==> src/rtl/mul_pkg.sv <==
// Shared definitions for the sequential multiplier: FSM states and default sizes.
package mul_pkg;
   localparam int WIDTH_DEF = 32;
   localparam int CNT_W_DEF = 6;

   typedef enum logic [1:0] {
      IDLE = 2'd0,
      RUN  = 2'd1,
      FIX  = 2'd2,
      DONE = 2'd3
   } mul_state_t;
endpackage

==> src/rtl/mul_iter_dp.sv <==
// Shift-add datapath: magnitude operands, 2*WIDTH accumulator and result sign.
module mul_iter_dp #(
   parameter int WIDTH = 32
) (
   input  logic               clk,
   input  logic               reset,
   input  logic               load,
   input  logic               step,
   input  logic               is_signed,
   input  logic [WIDTH-1:0]   a,
   input  logic [WIDTH-1:0]   b,
   output logic [2*WIDTH-1:0] acc,
   output logic [2*WIDTH-1:0] acc_neg,
   output logic               neg
);
   logic [2*WIDTH-1:0] ma;
   logic [WIDTH-1:0]   mb;
   logic [WIDTH-1:0]   a_mag, b_mag;

   // The most negative value negates to itself, which is correct when read unsigned.
   assign a_mag   = (is_signed && a[WIDTH-1]) ? (~a + 1'b1) : a;
   assign b_mag   = (is_signed && b[WIDTH-1]) ? (~b + 1'b1) : b;
   assign acc_neg = ~acc + 1'b1;

   always_ff @(posedge clk) begin
      if (reset) begin
         ma  <= '0;
         mb  <= '0;
         acc <= '0;
         neg <= 1'b0;
      end else if (load) begin
         ma  <= {{WIDTH{1'b0}}, a_mag};
         mb  <= b_mag;
         acc <= '0;
         neg <= is_signed & (a[WIDTH-1] ^ b[WIDTH-1]);
      end else if (step) begin
         if (mb[0]) acc <= acc + ma;
         ma <= ma << 1;
         mb <= mb >> 1;
      end
   end
endmodule

==> src/rtl/mul_seq_ctrl.sv <==
// Multi-cycle MULT/MULTU sequencer: runs the shift-add datapath, applies sign, commits HI/LO.
module mul_seq_ctrl
   import mul_pkg::*;
#(
   parameter int WIDTH = WIDTH_DEF,
   parameter int CNT_W = CNT_W_DEF
) (
   input  logic             clk,
   input  logic             reset,
   input  logic             start,
   input  logic             is_signed,
   input  logic [WIDTH-1:0] a,
   input  logic [WIDTH-1:0] b,
   input  logic             flush,
   output logic             busy,
   output logic             done,
   output logic [WIDTH-1:0] hi,
   output logic [WIDTH-1:0] lo
);
   mul_state_t         state, state_nxt;
   logic [CNT_W-1:0]   cnt;
   logic               load, step, commit;
   logic [2*WIDTH-1:0] acc, acc_neg, product;
   logic               neg;

   mul_iter_dp #(.WIDTH(WIDTH)) u_dp (
      .clk      (clk),
      .reset    (reset),
      .load     (load),
      .step     (step),
      .is_signed(is_signed),
      .a        (a),
      .b        (b),
      .acc      (acc),
      .acc_neg  (acc_neg),
      .neg      (neg)
   );

   assign product = neg ? acc_neg : acc;
   assign busy    = (state != IDLE);

   always_comb begin
      state_nxt = state;
      load      = 1'b0;
      step      = 1'b0;
      commit    = 1'b0;
      case (state)
         IDLE: if (start && !flush) begin
            load      = 1'b1;
            state_nxt = RUN;
         end
         RUN: begin
            if (flush) state_nxt = IDLE;
            else begin
               step = 1'b1;
               if (cnt == CNT_W'(WIDTH-1)) state_nxt = FIX;
            end
         end
         FIX: begin
            if (flush) state_nxt = IDLE;
            else begin
               commit    = 1'b1;
               state_nxt = DONE;
            end
         end
         // Commit already happened, so flush is ignored here.
         DONE: state_nxt = IDLE;
         default: state_nxt = IDLE;
      endcase
   end

   always_ff @(posedge clk) begin
      if (reset) begin
         state <= IDLE;
         cnt   <= '0;
         done  <= 1'b0;
         hi    <= '0;
         lo    <= '0;
      end else begin
         state <= state_nxt;
         done  <= commit;
         if (load)      cnt <= '0;
         else if (step) cnt <= cnt + 1'b1;
         if (commit) {hi, lo} <= product;
      end
   end
endmodule

==> config.mk <==
export PLATFORM = sky130hd
export DESIGN_NAME = mul_seq_ctrl
export DESIGN_NICKNAME = d
export VERILOG_FILES = /design/src/rtl/mul_pkg.sv /design/src/rtl/mul_iter_dp.sv /design/src/rtl/mul_seq_ctrl.sv
export SDC_FILE = /design/constraint.sdc
export NUM_CORES = 1
export LEC_CHECK = 0
export ABC_AREA = 1
export BUFFER_PORTS_ARGS = -buffer_cell sky130_fd_sc_hd__buf_2
export CAP_MARGIN = 30
export CORE_ASPECT_RATIO = 1.4
export CORE_MARGIN = 2
export CORE_UTILIZATION = 50
export CTS_BUF_LIST = sky130_fd_sc_hd__clkbuf_4 sky130_fd_sc_hd__clkbuf_8 sky130_fd_sc_hd__clkbuf_16
export DETAILED_ROUTE_END_ITERATION = 8
export PLACE_DENSITY = 0.78
export SLEW_MARGIN = 20
export SYNTH_ARGS = -nofsm -noshare
export SYNTH_HDL_FRONTEND = slang
export SYNTH_SLANG_ARGS = --single-unit
==> constraint.sdc <==
create_clock -name clk -period 4.1 [get_ports clk]
set_input_delay 0.205 -clock clk [delete_from_list [all_inputs] [get_ports clk]]
set_output_delay 0.205 -clock clk [all_outputs]
set_load 0.02 [all_outputs]
* After elaboration in Yosys (flattened, before gate mapping)
Cells that the tools add are included.
Operators by class: add/sub/neg operators 5, equal/unequal tests 6, mux-type cells 17, bitwise logic cells 5, reductions and logical operators 10
Operators by type and width (number):
- 32-bit two-way mux | 6
- 32-bit by 1-bit adder with 32-bit output, second input constant | 2
- 64-bit by 1-bit adder with 64-bit output, second input constant | 1
- 64-bit adder | 1
- 64-bit two-way mux | 1
- 32-bit inverter | 2
- 64-bit inverter | 1
- 2-bit two-way mux | 4
- 2-bit one-hot mux with 4 select lines | 1
- 6-bit by 1-bit adder with 6-bit output, second input constant | 1
- 6-bit by 5-bit equality test with 1-bit output, second input constant | 1
- 1-bit two-way mux | 5
- 2-bit equality test, second input constant | 2
- 2-bit AND reduction | 2
- 2-bit nonzero test | 2
- 1-bit logical AND | 3
- 3-bit != test, second input constant | 1
- 2-bit by 1-bit equality test with 1-bit output, second input constant | 1
- 2-bit logical NOT | 1
- 2-bit != test, second input constant | 1
- 2-bit OR reduction | 1
- 1-bit bitwise AND | 1
- 1-bit logical NOT | 1
- 1-bit bitwise XOR | 1
Word-level totals: bits in registers 234, logic and storage cells 53

* Longest topological paths before layout
depth in word-level cells 5, gate-level depth with buffers 17, depth with buffers taken out 17

* Modules after synthesis
Synthesis repeated with hierarchy kept, for this count alone.
Second synthesis, totals: cell total of the unflattened synthesis 3436, area, all modules 19451.2 um^2
By module, submodules not included:
- mul_iter_dp | area each 15869.0 um^2, times used 1, seq. area each 3223.1 um^2, cells an instance 2886
- mul_seq_ctrl | area each 3582.2 um^2, times used 1, seq. area each 1461.4 um^2, cells an instance 550

* Worst setup path after synthesis
OpenSTA, ideal clock, no wires.
path kind register -> register, start register u_dp.acc[0], end register u_dp.acc[28], setup time 115 ps, buffers on the path 0, period minus slack after synthesis 1948 ps, arrival time 1832 ps, stages on the path, launching flop included 14, path slack 2152 ps, required time 3985 ps, cell sequence dfxtp_1 > ha_1 > fa_1 > nand3_1 > nand3_2 > nand2_1 > nand2_2 > nand2_1 > nand2_1 > nand2_1 > nand2_1 > xor2_1 > o21ai_0 > inv_1
On the way: cells in the longest elaborated chain, start to end 1
RTL lines:
- start: declaration | RTL line mul_iter_dp.sv:12 | output logic [2*WIDTH-1:0] acc,
- start signal: assignment | RTL line mul_iter_dp.sv:37 | if (mb[0]) acc <= acc + ma;
- 64-bit adder | RTL line mul_iter_dp.sv:37
Every way passes these cells. A chain may end at the register's enable or synchronous reset.

* Final worst setup path
start register u_dp.acc[11], end register u_dp.acc[21]
Same word-level chain as after synthesis.

==> report_table.html <==
<table>
<tr><th>Metric</th><th>Value</th></tr>
<tr><th colspan="2">Clock tree</th></tr>
<tr><td>CTS clock-pin slew for the worst setup and hold paths</td><td>70 ps</td></tr>
<tr><td>Total clock buffers created by CTS</td><td>27</td></tr>
<tr><td>CTS tree</td><td>built</td></tr>
<tr><td>Setup Buffers After CTS</td><td>0</td></tr>
<tr><td>Number of H-tree levels</td><td>1</td></tr>
<tr><td>Hold bufs inserted after CTS</td><td>7</td></tr>
<tr><td>Clock Sinks</td><td>234</td></tr>
<tr><td>Worst skew pair latency</td><td>580 ps</td></tr>
<tr><td>Count of instances resized after the clock tree is built</td><td>0</td></tr>
<tr><td>Clk buf depth</td><td>3</td></tr>
<tr><td>Root buf cell</td><td>sky130_fd_sc_hd__clkbuf_16</td></tr>
<tr><th colspan="2">Run</th></tr>
<tr><td>Number of max-cap violations</td><td>0</td></tr>
<tr><th colspan="2">Synthesis</th></tr>
<tr><td>Gate count after technology mapping</td><td>3,312</td></tr>
<tr><td>Post-Syn Nets</td><td>3,449</td></tr>
<tr><td>Top flip-flop cell by instance count after synthesis</td><td>sky130_fd_sc_hd__dfxtp_1</td></tr>
<tr><td>Async S/R FF share, synth</td><td>0%</td></tr>
<tr><td>Post-Syn Area per Cell</td><td>5.72 µm²</td></tr>
<tr><td>Share of synthesized area occupied by flip-flops and latches</td><td>24.7%</td></tr>
<tr><td>Number of flip-flops and latches in the synthesized netlist</td><td>234</td></tr>
<tr><td>Netlist cell types</td><td>49</td></tr>
<tr><td>Area of the mapped netlist</td><td>19,000 µm²</td></tr>
<tr><td>Area fraction of the dominant cell type after synthesis</td><td>24.7%</td></tr>
<tr><td>Ranking of synthesized cells by area</td><td>sky130_fd_sc_hd__dfxtp_1 25%, sky130_fd_sc_hd__nand2_1 22%, sky130_fd_sc_hd__inv_1 11%, sky130_fd_sc_hd__a21oi_1 6.7%, sky130_fd_sc_hd__nor2_1 6.5%</td></tr>
<tr><td>Count of yosys warnings during synthesis</td><td>0</td></tr>
<tr><td>Cell accounting for the most synthesized area</td><td>sky130_fd_sc_hd__dfxtp_1</td></tr>
<tr><td>EDFF count, synth</td><td>0</td></tr>
<tr><th colspan="2">Floorplanning</th></tr>
<tr><td>Cell Rows</td><td>84</td></tr>
<tr><td>Width of the chip</td><td>169 µm</td></tr>
<tr><td>Core ar.</td><td>37,500 µm²</td></tr>
<tr><td>Total die area</td><td>39,500 µm²</td></tr>
<tr><td>Number of placed I/O pins</td><td>135</td></tr>
<tr><td>Die height</td><td>234 µm</td></tr>
<tr><td>Effective utilization at floorplan</td><td>50.5%</td></tr>
<tr><th colspan="2">Detailed routing</th></tr>
<tr><td>Detail Route Antenna Nets</td><td>0</td></tr>
<tr><td>Via density per instance</td><td>5.35</td></tr>
<tr><td>Final wirelength</td><td>67,300 µm</td></tr>
<tr><td>Initial DRC count</td><td>1,451</td></tr>
<tr><td>First-pass DRT Iterations</td><td>6</td></tr>
<tr><td>Total number of vias</td><td>20,800</td></tr>
<tr><td>Average routed wire per standard cell</td><td>17.3 µm</td></tr>
<tr><td>Post-route DRC</td><td>0</td></tr>
<tr><th colspan="2">Final layout</th></tr>
<tr><td>Layout cells sized above 1</td><td>8.69%</td></tr>
<tr><td>Area added between synthesis and finish</td><td>11.1%</td></tr>
<tr><td>Net count, final</td><td>3,535</td></tr>
<tr><td>Final non-filler cell total</td><td>3,893</td></tr>
<tr><td>Post-route cell area</td><td>21,100 µm²</td></tr>
<tr><th colspan="2">STA</th></tr>
<tr><td>Setup-failing EPs final</td><td>0</td></tr>
<tr><td>Unrepaired setup endpoints after global routing</td><td>false</td></tr>
<tr><td>Tmin final</td><td>2640 ps</td></tr>
<tr><td>Fmax</td><td>379 MHz</td></tr>
<tr><td>Summed negative setup slack over all endpoints</td><td>0 ps</td></tr>
<tr><td>Worst Tran Pin Value</td><td>948 ps</td></tr>
<tr><td>Share of the clock period used by the worst path after layout</td><td>64.4%</td></tr>
<tr><td>Final hold violation count</td><td>0</td></tr>
<tr><td>Minimum hold slack</td><td>17.0 ps</td></tr>
<tr><td>Final clock skew</td><td>12.3 ps</td></tr>
<tr><td>Max Slew Vio Count</td><td>0</td></tr>
<tr><td>Headroom to the max-slew limit</td><td>36.7%</td></tr>
<tr><th colspan="2">GRT</th></tr>
<tr><td>Number of global-route vias before repair</td><td>19,900</td></tr>
<tr><td>First-pass GRT wire length</td><td>104,000 µm</td></tr>
<tr><td>Pin count of the biggest net entering global routing</td><td>119</td></tr>
<tr><td>Antenna violations before repair</td><td>0</td></tr>
<tr><td>Total track usage</td><td>33.8%</td></tr>
<tr><td>Total grt overflow</td><td>0</td></tr>
<tr><th colspan="2">Run status</th></tr>
<tr><td>Outcome</td><td>finished, final reports clean</td></tr>
<tr><th colspan="2">Placement</th></tr>
<tr><td>Placed Instance Area</td><td>19,900 µm²</td></tr>
<tr><td>Placed cell count</td><td>3,834</td></tr>
<tr><td>Placer's final routability congestion estimate</td><td>1.01</td></tr>
<tr><td>Count of input and output buffers</td><td>134</td></tr>
<tr><td>Dpl hpwl</td><td>53,600 µm</td></tr>
<tr><th colspan="2">Pwr</th></tr>
<tr><td>Cell internal pwr</td><td>0.00437 W</td></tr>
<tr><td>Clock share of power</td><td>45.3%</td></tr>
<tr><td>Combinational fraction of design power</td><td>16.1%</td></tr>
<tr><td>IR Drop Worst-Case VDD</td><td>0.000282 V</td></tr>
<tr><td>Total net switching power</td><td>0.00183 W</td></tr>
<tr><td>Sequential fraction of design power</td><td>38.6%</td></tr>
<tr><td>Net switching fraction of the power</td><td>29.6%</td></tr>
<tr><td>PwrDens</td><td>294 nW/µm²</td></tr>
<tr><td>Static leakage</td><td>11.4 nW</td></tr>
<tr><th colspan="2">Min path</th></tr>
<tr><td>Kind of path behind the tightest hold check</td><td>in2reg</td></tr>
<tr><th colspan="2">Critical path</th></tr>
<tr><td>WS Path Type</td><td>reg2reg</td></tr>
<tr><td>Critical Path Fanout Max</td><td>6</td></tr>
<tr><td>Required time of the critical path</td><td>4620 ps</td></tr>
<tr><td>Arrival @ worst endpoint</td><td>3160 ps</td></tr>
<tr><td>Endpoint type of the worst setup path</td><td>flop</td></tr>
<tr><td>CP Launch Type</td><td>flop</td></tr>
</table>
## final cells by class
cell class	instances	area (µm²)
tap	473	592
fill	3956	16500
clock inverter	15	264
clock buffer	35	767
timing repair buffer	156	903
sequential	234	4690
multi-input combinational	2395	11600
antenna	1	2.50
inverter	584	2190
## state kept, by name (all words and copies together), names as in the netlist
register	cells
lo	32
u_dp.mb	32
u_dp.ma	64
u_dp.neg	1
hi	32
u_dp.acc	64
cnt	6
state	2
done	1
## cell usage after synthesis, types with 20 or more instances
| library cell | n |
|---|---|
| sky130_fd_sc_hd__ha_1 | 67 |
| sky130_fd_sc_hd__a21oi_1 | 252 |
| sky130_fd_sc_hd__inv_1 | 569 |
| sky130_fd_sc_hd__nand3_1 | 177 |
| sky130_fd_sc_hd__buf_2 | 47 |
| sky130_fd_sc_hd__o21ai_0 | 124 |
| sky130_fd_sc_hd__clkbuf_1 | 44 |
| sky130_fd_sc_hd__xor2_1 | 81 |
| sky130_fd_sc_hd__nand4_1 | 40 |
| sky130_fd_sc_hd__dfxtp_1 | 234 |
| sky130_fd_sc_hd__nor3_1 | 28 |
| sky130_fd_sc_hd__o21ai_1 | 29 |
| sky130_fd_sc_hd__o211ai_1 | 20 |
| sky130_fd_sc_hd__nor2_1 | 329 |
| sky130_fd_sc_hd__nand2_1 | 1090 |
## worst max-delay path, cell delays in order (launching register included)
cell and delay (ps):
sky130_fd_sc_hd__dfxtp_1 400, sky130_fd_sc_hd__ha_1 400, sky130_fd_sc_hd__nand2_1 90, sky130_fd_sc_hd__inv_1 70, sky130_fd_sc_hd__nand2_1 60, sky130_fd_sc_hd__nor3_1 440, sky130_fd_sc_hd__nand3_1 150, sky130_fd_sc_hd__nand3_1 240
sky130_fd_sc_hd__xor2_1 520, sky130_fd_sc_hd__o21ai_0 160, sky130_fd_sc_hd__inv_1 70
## placed cells by master, fill, tap and decap left out, drive strengths merged, types with 2 or more instances in the layout
cell type    Yosys  routed
a21o             5       5
a21oi          252     252
a221oi           2       2
a31oi            4       4
buf             55     149
bufinv           0       6
clkbuf          44      35
clkinv           1       5
clkinvlp         0       2
dfxtp          234     234
dlygate4sd3      0       7
ha              67      67
inv            583     586
nand2         1110    1110
nand3          189     189
nand4           40      40
nor2           359     359
nor3            37      37
nor4             7       7
o211ai          20      20
o21a            19      19
o21ai          157     157
o21bai          13      13
o221ai          15      15
o31ai            3       3
or2              3       3
xnor2            4       4
xor2            81      81
## per-stage QoR
stage / total power, W / setup WS [ps] / utilization (%)
after floorplan: 0.00313 / 2150 / -
final: 0.00620 / 1460 / 56.1
after global routing: 0.00644 / 1280 / 56.1
after detailed placement: 0.00341 / 1650 / 53.1
after global placement: 0.00341 / 1630 / 53.1
after CTS: 0.00621 / 1630 / 56.1
## power groups by stage
stage | combinational [W] | clock (W) | sequential, W
floorplan | 0.000706 | 0 | 0.00243
global placement | 0.000969 | 0 | 0.00244
detailed placement | 0.000971 | 0 | 0.00244
CTS | 0.000981 | 0.00284 | 0.00239
global route | 0.00111 | 0.00294 | 0.00240
finish | 0.00100 | 0.00281 | 0.00239
## path summary, 6_finish.rpt
kind,from,endpoint,slack (ps),cells past startpoint
worst min register to register,u_dp.mb[30],u_dp.mb[30],460,2
worst min-delay path,b[0],u_dp.mb[0],20,3
worst max-delay path,u_dp.acc[11],u_dp.acc[21],1460,10
worst max register to register,u_dp.acc[11],u_dp.acc[21],1460,10
## routing by layer
| layer | vias up | part of all wire, % | global-route usage (%) |
|---|---|---|---|
| met4 | 0 | 10 | 30.1 |
| met1 | 9253 | 34 | 32.0 |
| met5 | - | 0 | 0 |
| li1 | 10500 | - | - |
| met3 | 298 | 5.9 | 5.97 |
| met2 | 755 | 50 | 62.5 |
## cells by family after synthesis
family / synth area share [%]
buffers and inverters: 13.9
DFF: 24.7
adders and majority gates: 4.53
and+or+nand+nor: 38.5
xor gates and xnor gates: 3.93
AOI/OAI and AO/OA: 14.5
Note: power is estimated with default switching activity, not from simulation.
